**src/rtl/dds_mod_ctrl_pkg.sv**
```systemverilog
// Shared constants and types for the DDS symbol sequencer.
package dds_mod_pkg;

    localparam int DDS_PHASE_W = 8;

    localparam logic [1:0] MODE_CW   = 2'b00;
    localparam logic [1:0] MODE_ASK  = 2'b01;
    localparam logic [1:0] MODE_FSK  = 2'b10;
    localparam logic [1:0] MODE_BPSK = 2'b11;

    typedef enum logic [1:0] {
        IDLE     = 2'd0,
        WAIT_BIT = 2'd1,
        SEND     = 2'd2,
        CW       = 2'd3
    } state_t;

    // Half-cycle phase offset at the default phase width.
    localparam logic [DDS_PHASE_W-1:0] PSK_OFS = DDS_PHASE_W'(1) << (DDS_PHASE_W - 1);

endpackage

```
**src/rtl/dds_mod_ctrl_if.sv**
```systemverilog
// Serial bit-stream port between the bit source and the symbol sequencer.
// A bit moves when bit_valid & bit_ready at a rising edge; bit_data is only sampled
// then, and bit_ready never looks at bit_valid.
interface dds_mod_ctrl_if;
    logic bit_valid;
    logic bit_data;
    logic bit_ready;

    modport master (output bit_valid, output bit_data, input bit_ready);
    modport slave  (input bit_valid, input bit_data, output bit_ready);
endinterface

```
**src/rtl/dds_mod_ctrl_sym_counter.sv**
```systemverilog
// Sample-within-symbol down-counter: clear beats load beats decrement; it stops at zero.
module sym_counter #(
    parameter int W = 4
) (
    input  logic         clk,
    input  logic         rst,
    input  logic         clr,
    input  logic         load,
    input  logic         en,
    input  logic [W-1:0] load_val,
    output logic         tc
);

    logic [W-1:0] count;

    always_ff @(posedge clk or posedge rst) begin
        if (rst) begin
            count <= '0;
        end else if (clr) begin
            count <= '0;
        end else if (load) begin
            count <= load_val;
        end else if (en && (count != '0)) begin
            count <= count - W'(1);
        end
    end

    assign tc = (count == '0);

endmodule

```
**src/rtl/dds_mod_ctrl.sv**
```systemverilog
// Symbol sequencer: turns a serial bit stream into registered DDS step/offset/gate
// controls for CW, ASK, FSK and BPSK, holding each bit for SAMPLES_PER_SYM cycles.
module dds_mod_ctrl
    import dds_mod_pkg::*;
#(
    parameter int PHASE_W         = DDS_PHASE_W,
    parameter int SAMPLES_PER_SYM = 16,
    parameter int CNT_W           = $clog2(SAMPLES_PER_SYM)
) (
    input  logic               clk,
    input  logic               rst,
    input  logic               start,
    input  logic               stop,
    input  logic [1:0]         cfg_mode,
    input  logic [PHASE_W-1:0] cfg_step0,
    input  logic [PHASE_W-1:0] cfg_step1,
    dds_mod_ctrl_if.slave      bit_if,
    output logic               dds_en,
    output logic [PHASE_W-1:0] dds_step,
    output logic [PHASE_W-1:0] dds_phase_ofs,
    output logic               amp_en,
    output logic               sym_strobe,
    output logic               busy,
    output logic               underrun,
    output state_t             dbg_state
);

    localparam logic [PHASE_W-1:0] HALF_OFS = PHASE_W'(1) << (PHASE_W - 1);
    localparam logic [CNT_W-1:0]   SYM_LAST = CNT_W'(SAMPLES_PER_SYM - 1);

    state_t             state, state_d;
    logic [1:0]         mode_q;
    logic [PHASE_W-1:0] step0_q, step1_q;
    logic               go, xfer;
    logic               cnt_tc, cnt_load, cnt_clr;
    logic [PHASE_W-1:0] sym_step, sym_ofs, step_d, ofs_d;
    logic               sym_amp, en_d, amp_d, strobe_d, underrun_d;

    assign go        = start & ~stop;
    assign bit_if.bit_ready = ~stop & ((state == WAIT_BIT) | ((state == SEND) & cnt_tc));
    assign xfer      = bit_if.bit_valid & bit_if.bit_ready;
    assign busy      = (state != IDLE);
    assign dbg_state = state;

    sym_counter #(.W(CNT_W)) u_cnt (
        .clk      (clk),
        .rst      (rst),
        .clr      (cnt_clr),
        .load     (cnt_load),
        .en       (state == SEND),
        .load_val (SYM_LAST),
        .tc       (cnt_tc)
    );

    always_ff @(posedge clk or posedge rst) begin
        if (rst) state <= IDLE;
        else     state <= state_d;
    end

    // Configuration is frozen for the whole session; only an accepted start reloads it.
    always_ff @(posedge clk or posedge rst) begin
        if (rst) begin
            mode_q  <= MODE_CW;
            step0_q <= '0;
            step1_q <= '0;
        end else if ((state == IDLE) && go) begin
            mode_q  <= cfg_mode;
            step0_q <= cfg_step0;
            step1_q <= cfg_step1;
        end
    end

    always_comb begin
        state_d = state;
        case (state)
            IDLE:     if (go) state_d = (cfg_mode == MODE_CW) ? CW : WAIT_BIT;
            CW:       if (stop) state_d = IDLE;
            WAIT_BIT: begin
                if (stop)      state_d = IDLE;
                else if (xfer) state_d = SEND;
            end
            SEND: begin
                if (stop)                 state_d = IDLE;
                else if (cnt_tc && !xfer) state_d = WAIT_BIT;
            end
            default:  state_d = IDLE;
        endcase
    end

    always_comb begin
        sym_step = step0_q;
        sym_ofs  = '0;
        sym_amp  = 1'b1;
        case (mode_q)
            MODE_ASK:  sym_amp = bit_if.bit_data;
            MODE_FSK:  if (bit_if.bit_data) sym_step = step1_q;
            MODE_BPSK: if (bit_if.bit_data) sym_ofs = HALF_OFS;
            default:   ;
        endcase
    end

    // Next values of the registered outputs; stop truncates whatever is in flight.
    always_comb begin
        en_d       = dds_en;
        amp_d      = amp_en;
        step_d     = dds_step;
        ofs_d      = dds_phase_ofs;
        strobe_d   = 1'b0;
        underrun_d = underrun;
        cnt_load   = 1'b0;
        cnt_clr    = 1'b0;
        if ((state == IDLE) || stop) begin
            en_d    = 1'b0;
            amp_d   = 1'b0;
            step_d  = '0;
            ofs_d   = '0;
            cnt_clr = 1'b1;
            if ((state == IDLE) && go) begin
                underrun_d = 1'b0;
                if (cfg_mode == MODE_CW) begin
                    en_d   = 1'b1;
                    amp_d  = 1'b1;
                    step_d = cfg_step0;
                end
            end
        end else if ((state == WAIT_BIT) || (state == SEND)) begin
            if (xfer) begin
                en_d     = 1'b1;
                amp_d    = sym_amp;
                step_d   = sym_step;
                ofs_d    = sym_ofs;
                strobe_d = 1'b1;
                cnt_load = 1'b1;
            end else if ((state == SEND) && cnt_tc) begin
                underrun_d = 1'b1;
                en_d       = 1'b0;
                amp_d      = 1'b0;
            end
        end
    end

    always_ff @(posedge clk or posedge rst) begin
        if (rst) begin
            dds_en        <= 1'b0;
            dds_step      <= '0;
            dds_phase_ofs <= '0;
            amp_en        <= 1'b0;
            sym_strobe    <= 1'b0;
            underrun      <= 1'b0;
        end else begin
            dds_en        <= en_d;
            dds_step      <= step_d;
            dds_phase_ofs <= ofs_d;
            amp_en        <= amp_d;
            sym_strobe    <= strobe_d;
            underrun      <= underrun_d;
        end
    end

endmodule

```
**src/flat_wrapper.sv**
```systemverilog
// flat-port wrapper written by rule: the top's interface ports become plain ports
module dds_mod_ctrl_flat import dds_mod_pkg::*;
#(
    parameter int PHASE_W         = DDS_PHASE_W,
    parameter int SAMPLES_PER_SYM = 16,
    parameter int CNT_W           = $clog2(SAMPLES_PER_SYM)
)
  (clk, rst, start, stop, cfg_mode, cfg_step0, cfg_step1, dds_en, dds_step, dds_phase_ofs, amp_en, sym_strobe, busy, underrun, dbg_state, bit_if_bit_valid, bit_if_bit_data, bit_if_bit_ready);
  dds_mod_ctrl_if bit_if_i ();
  input  logic clk;
  input  logic rst;
  input  logic start;
  input  logic stop;
  input  logic [1:0] cfg_mode;
  input  logic [PHASE_W-1:0] cfg_step0;
  input  logic [PHASE_W-1:0] cfg_step1;
  output logic dds_en;
  output logic [PHASE_W-1:0] dds_step;
  output logic [PHASE_W-1:0] dds_phase_ofs;
  output logic amp_en;
  output logic sym_strobe;
  output logic busy;
  output logic underrun;
  output state_t dbg_state;
  input wire logic [$bits(bit_if_i.bit_valid)-1:0] bit_if_bit_valid;
  input wire logic [$bits(bit_if_i.bit_data)-1:0] bit_if_bit_data;
  output wire logic [$bits(bit_if_i.bit_ready)-1:0] bit_if_bit_ready;
  assign bit_if_i.bit_valid = bit_if_bit_valid;
  assign bit_if_i.bit_data = bit_if_bit_data;
  assign bit_if_bit_ready = bit_if_i.bit_ready;
  dds_mod_ctrl #(.PHASE_W(PHASE_W), .SAMPLES_PER_SYM(SAMPLES_PER_SYM), .CNT_W(CNT_W)) u_core (.clk(clk), .rst(rst), .start(start), .stop(stop), .cfg_mode(cfg_mode), .cfg_step0(cfg_step0), .cfg_step1(cfg_step1), .bit_if(bit_if_i), .dds_en(dds_en), .dds_step(dds_step), .dds_phase_ofs(dds_phase_ofs), .amp_en(amp_en), .sym_strobe(sym_strobe), .busy(busy), .underrun(underrun), .dbg_state(dbg_state));
endmodule
```
**config.mk**
```make
export PLATFORM = sky130hd
export DESIGN_NAME = dds_mod_ctrl_flat
export DESIGN_NICKNAME = d
export VERILOG_FILES = /design/src/rtl/dds_mod_ctrl_pkg.sv /design/src/rtl/dds_mod_ctrl_if.sv /design/src/rtl/dds_mod_ctrl_sym_counter.sv /design/src/rtl/dds_mod_ctrl.sv /design/src/flat_wrapper.sv
export SDC_FILE = /design/constraint.sdc
export NUM_CORES = 1
export LEC_CHECK = 0
export BUFFER_PORTS_ARGS = -buffer_cell sky130_fd_sc_hd__buf_2
export CAP_MARGIN = 20
export CORE_AREA = 2 2 65 67
export DETAILED_ROUTE_END_ITERATION = 8
export DIE_AREA = 0 0 67 69
export PLACE_DENSITY = 0.75
export SLEW_MARGIN = 20
export SYNTH_ARGS = -nofsm -noshare
export SYNTH_HDL_FRONTEND = slang
export SYNTH_SLANG_ARGS = --single-unit
```
**constraint.sdc**
```tcl
create_clock -name clk -period 2.3 [get_ports clk]
set_input_delay 0.23 -clock clk [delete_from_list [all_inputs] [get_ports clk]]
set_output_delay 0.23 -clock clk [all_outputs]
set_load 0.01 [all_outputs]
```
=== Word level (Yosys, flattened, before mapping) ===
Index checks and enable logic that the tools add are counted.

* Bits in registers: 44
* Latch bits: 0
* Memory bits (writable): 0
* Memory bits (read-only): 0
* Input bits: 24
* Output and inout port bits: 24
* Logic and storage cells: 93
* Memories kept: 0

* Add/sub/neg operators: 1
* $mul: 0
* Divide/modulo/power cells: 0
* Order comparisons: 0
* Equal/unequal tests: 12
* Shifts and indexed selects: 0
* Multiplexer cells: 42
* Bitwise gates (word level): 6
* Reduce and logical (&&, ||, !) cells: 21

{| class="wikitable"
|+ Operators with widths
! kind !! count
|-
| 8-bit 2-to-1 mux || 12
|-
| 1-bit 2-to-1 mux || 19
|-
| 2-bit 2-to-1 mux || 7
|-
| 4-bit 2-to-1 mux || 3
|-
| 2-bit equality test, second input constant || 4
|-
| 2-bit one-hot mux with 4 select lines || 1
|-
| 4-bit AND reduction || 2
|-
| 2-bit nonzero test || 4
|-
| 3-bit by 2-bit != test with 1-bit output, second input constant || 2
|-
| 3-bit nonzero test || 2
|-
| 1-bit AND || 4
|-
| 2-bit by 1-bit equality test with 1-bit output, second input constant || 2
|-
| 1-bit logical AND || 4
|-
| 2-bit zero test || 2
|-
| 4-bit zero test || 1
|-
| 2-bit by 1-bit != test with 1-bit output, second input constant || 2
|-
| 2-bit != test, second input constant || 2
|-
| 2-bit AND reduction || 2
|-
| 4-bit nonzero test || 1
|-
| 4-bit by 1-bit subtractor with 4-bit output, second input constant || 1
|-
| 1-bit logical OR || 2
|-
| 1-bit zero test || 1
|-
| 1-bit inverter || 1
|-
| 1-bit bitwise OR || 1
|}

=== Depth between registers and ports, before layout ===
* Depth in word-level cells: 10
* Depth in mapped cells: 9
* Mapped depth without buffers: 6

=== Cells and area by module ===
Synthesis repeated with hierarchy kept, for this count alone.

* Cells, all modules: 171
* Area, all modules: 1940.6 um^2

{| class="wikitable"
|+ By module, submodules not included
! module !! times used !! cells an instance !! area each (um^2) !! seq. area each (um^2)
|-
| dds_mod_ctrl || 1 || 140 || 1641.6 || 825.8
|-
| sym_counter || 1 || 31 || 299.0 || 100.1
|}

=== Worst setup path after synthesis ===
OpenSTA, ideal clock, no wires.

* Kind: register to register
* Start: register u_core.state[0], in the netlist u_core.dbg_state[0]
* End: register u_core.dds_step[0]
* Library setup time: 0.124 ns
* Arrival: 1.825 ns
* Data required time: 2.176 ns
* Setup slack: 0.351 ns
* Stages on the path, launching flop included: 8
* Buffers on the path: 1
* Clock period less this slack: 1.949 ns
* Cell sequence: dfrtp_1 -> inv_1 -> ha_1 -> and4bb_4 -> o2111ai_1 -> clkbuf_1 -> nor2_1 -> a211o_1

* Longest elaborated chain between the ends: 7
* Elaborated cells between the ends (all ways): 15
* Those cells by class: 2 x eq/ne; 2 x mux; 4 x bitwise; 7 x reduce/logical

{| class="wikitable"
|+ Ends and longest elaborated chain
! element !! RTL line !! source
|-
| from (decl) || dds_mod_ctrl.sv:31 || <nowiki>state_t state, state_d;</nowiki>
|-
| from (signal assigned) || dds_mod_ctrl.sv:57 || <nowiki>else state <= state_d;</nowiki>
|-
| 2-bit equality test || dds_mod_ctrl.sv:40, dds_mod_ctrl.sv:126 ||
|-
| 1-bit AND || dds_mod_ctrl.sv:40 || <nowiki>assign bit_if.bit_ready = ~stop & ((state == WAIT_BIT) | ((state == SEND) & cnt_tc));</nowiki>
|-
| 1-bit bitwise OR || dds_mod_ctrl.sv:40 ||
|-
| 1-bit AND || dds_mod_ctrl.sv:40 ||
|-
| 1-bit AND || dds_mod_ctrl.sv:41 || <nowiki>assign xfer = bit_if.bit_valid & bit_if.bit_ready;</nowiki>
|-
| 2-bit nonzero test (no line) || n/a ||
|-
| 2-bit AND reduction (no line) || n/a ||
|-
| to (signal assigned) || dds_mod_ctrl.sv:152 || <nowiki>dds_step <= step_d;</nowiki>
|-
| to (decl) || dds_mod_ctrl.sv:19 || <nowiki>output logic [PHASE_W-1:0] dds_step,</nowiki>
|}

Parallel ways exist; a longest one is shown, timed or not.
A chain may end at the register's enable or synchronous reset.

=== Final worst setup path ===
* Start: register u_core.state[1], in the netlist u_core.dbg_state[1]
* End: register u_core.dds_step[2]

The elaborated chain is that of the path after synthesis.

==> reports/metrics.csv <==
metric,value,unit
Reg-to-Reg End,u_core.dds_step[2],
final WL,3930,um
syn avg cell area,9.26,sq um
clk buf depth,2,
largest family of logic cells by synthesized area,simple AND/OR/NAND/NOR gates,
cell area after synthesis,1990,sq um
grt met1 use,24.5,%
maximum clock rate,503,MHz
Worst-path clk slew,0.07,ns
Synth Area in Compound Gates,11.9,%
First DRT Iteration DRCs,95,
Port Buffers,40,
Avg Vias per Cell,5.07,
FF-to-FF setup slack,0.31,ns
endpoints failing hold,0,
busiest grt layer,met2,
layout cells sized above 1,26.4,%
Placer Congestion,0.780,
DRC violations left,0,
GRT Util Overall,18.8,%
critical path arrival,2.16,ns
CTS Buf Count,5,
RSZ-0062 raised after global routing,false,
root buf cell,clkbuf_8,
Critical R2R Launch,u_core.dbg_state[1],
Nets,289,
"Max FO, Critical Path",8,
Crit. End Element,register,
met2 usage in global routing,30.0,%
total die area,4620,sq um
later-pin clock latency in the skew report,0.29,ns
Worst Hold Class,in2async,
pre-CTS setup slack,0.309,ns
warnings from Yosys,0,
largest net degree at the start of global routing,38,
R2R depth,6,
Fillers,362,
post-synthesis simple-gate area fraction,24.6,%
die height,69,um
total gr overflow,0,
area grow syn2layout,17.5,%
Setup TNS,0,ns
Setup-failing EPs final,0,
Final Max Slew Viols,0,
vias in the first global route,1512,
# IOs,48,
Post-CTS Setup Bufs,0,
Crit-path slowest cell,dfrtp_1,
"FF+latch count, synth",37,
core area,3910,sq um
detailed placement HPWL,2810,um
Setup crit start kind,register,
first-pass GRT wire length,6640,um
Final Skew,0.00576,ns
P_leak,0.00136,uW
Avg WL per Cell,12.6,um
initial antenna violation count,0,
type of the worst setup path,reg2reg,
max-cap check violation count,0,
Final ANT Viol Nets,0,
Core Rows,23,
Max H-tree Level,2,
ys flop type,dfrtp_1,
Synth Instances,215,
slowest cell delay on critical path,0.44,ns
status,"complete, no violations",
Initial Utilization,50.9,%
via count,1576,
CTS Hold Bufs,0,
CTS tree,yes,
fin crit period,1.99,ns
CP Cell Sequence,inv_1 > ha_1 > nor2b_1 > o211ai_2 > and2_1 > a211o_1,
first drt pass iteration count,4,
Die X,67,um
period utilisation layout,86.5,%
clock tree sinks,37,
fraction of the mapped netlist area in adder cells,3.14,%
met3 Track Usage GR,4.73,%
"Seq/Total Area, Yosys",46.5,%
Inserted Diodes,0,
final worst slack,0.311,ns
Post-synth EDFFs,0,
Synth cell types,44,
Worst Path Required,2.47,ns
CTS resizes,0,
Async SR Flop Fraction,100,%
post-synthesis mux area share,5.78,%
xor/xnor share of the synthesized area,0.440,%
PD cells,1020,nW/um^2
peak supply drop,0.461,mV
## metal layers
| layer | wire (um) | share of wire, % |
|---|---|---|
| met1 | 1790 | 46 |
| met2 | 1890 | 48 |
| met3 | 213 | 5.4 |
| met4 | 40 | 1.0 |
| met5 | 0 | 0 |
## area by class of cell
cell class | count | area (sq um) | area share, %
Clock inverter | 2 | 38.8 | 1.66
Timing Repair Buffer | 48 | 260 | 11.1
Clock buffer | 6 | 72.6 | 3.10
Multi-Input combinational cell | 157 | 940 | 40.1
Tap cell | 50 | 62.6 | 2.67
Sequential cell | 37 | 926 | 39.6
Inverter | 11 | 41.3 | 1.76
## through the flow
step / hold slack (ns) / util, % / power [uW] / instances / instance area [sq um]
finish: 0.0407 / 59.8 / 2400 / 311 / 2340
global route: 0.0917 / 59.8 / 2580 / 311 / 2340
CTS: 0.0478 / 59.8 / 2420 / 311 / 2340
detailed placement: 0.364 / 57.0 / 1860 / 303 / 2230
global placement: 0.362 / 57.0 / 1830 / 303 / 2230
floorplan: 0.315 / - / 1640 / 221 / 2010
## where the power goes
part	internal (uW)	total, uW	switching, uW
logic	383	874	491
clock network	325	554	228
registers	846	969	123
## worst max-delay path, delay by kind of cell, from the launching register on
kind / cells / cell delay (ns)
buffers and inverters: 1 / 0.09
DFF: 1 / 0.44
AOI/OAI and AO/OA: 2 / 0.49
and+or+nand+nor: 2 / 0.53
adders and majority gates: 1 / 0.33
## synthesized netlist by cell type (2+ instances only)
cell type  instances  share of area (%)
a211o_1            7                3.1
a21oi_1            5                1.3
and2b_1            2               0.75
and3_1             7                2.2
buf_2              3               0.75
buf_4              7                2.6
clkbuf_1           3               0.57
dfrtp_1           37                 46
ha_1               5                3.1
inv_1             11                2.1
mux2_2             4                2.3
mux2i_1            7                3.5
nand2_1           62                 12
nand3_1            2               0.50
nand3b_1           2               0.75
nor2_1            13                2.4
nor2b_1            2               0.63
nor3_1             3               0.75
o21ai_0            6                1.5
or2_2              3               0.94
## cells by family after synthesis
kind of cell             Yosys count
buffers and inverters             27
flip-flops                        37
multiplexers                      11
XOR/XNOR                           1
AND/OR/NAND/NOR                  104
adder cells (fa/ha/maj)            5
AO/OA/AOI/OAI                     29
other                              1
## placed cells by master, fill, tap and decap left out, types with 2 or more instances in the layout
| cell type | netlist | routed |
|---|---|---|
| nand2_1 | 62 | 62 |
| a211o_1 | 7 | 7 |
| and3_1 | 7 | 7 |
| mux2i_1 | 7 | 7 |
| buf_2 | 3 | 40 |
| clkbuf_8 | 1 | 5 |
| dfrtp_1 | 37 | 37 |
| mux2_2 | 4 | 4 |
| nand3b_1 | 2 | 2 |
| a21oi_1 | 5 | 5 |
| buf_4 | 7 | 8 |
| o21ai_0 | 6 | 6 |
| ha_1 | 5 | 5 |
| and2b_1 | 2 | 2 |
| or2_2 | 3 | 3 |
| inv_1 | 11 | 11 |
| nor2_1 | 13 | 13 |
| nand3_1 | 2 | 2 |
| nor2b_1 | 2 | 2 |
| conb_1 | 1 | 7 |
| nor3_1 | 3 | 3 |
## sequential cells by signal (all words and copies together) (netlist names)
register	count
u_core.mode_q	2
u_core.sym_strobe	1
u_core.dds_phase_ofs	1
u_core.step1_q	8
u_core.underrun	1
u_core.dds_en	1
u_core.dds_step	8
u_core.step0_q	8
u_core.amp_en	1
u_core.dbg_state	2
u_core.u_cnt.count	4
## worst max path at each step
stage | end | startpoint | slack (ns)
finish | u_core.dds_step[2] | u_core.dbg_state[1] | 0.31
global route | u_core.dds_step[1] | u_core.dbg_state[1] | 0.17
CTS | u_core.dds_step[2] | u_core.dbg_state[1] | 0.28
detailed placement | u_core.dds_step[5] | u_core.dbg_state[1] | 0.31
global placement | u_core.dds_step[6] | u_core.dbg_state[0] | 0.38
floorplan | u_core.dds_step[0] | u_core.dbg_state[0] | 0.35
No activity file was read; power rests on OpenSTA's default activity.
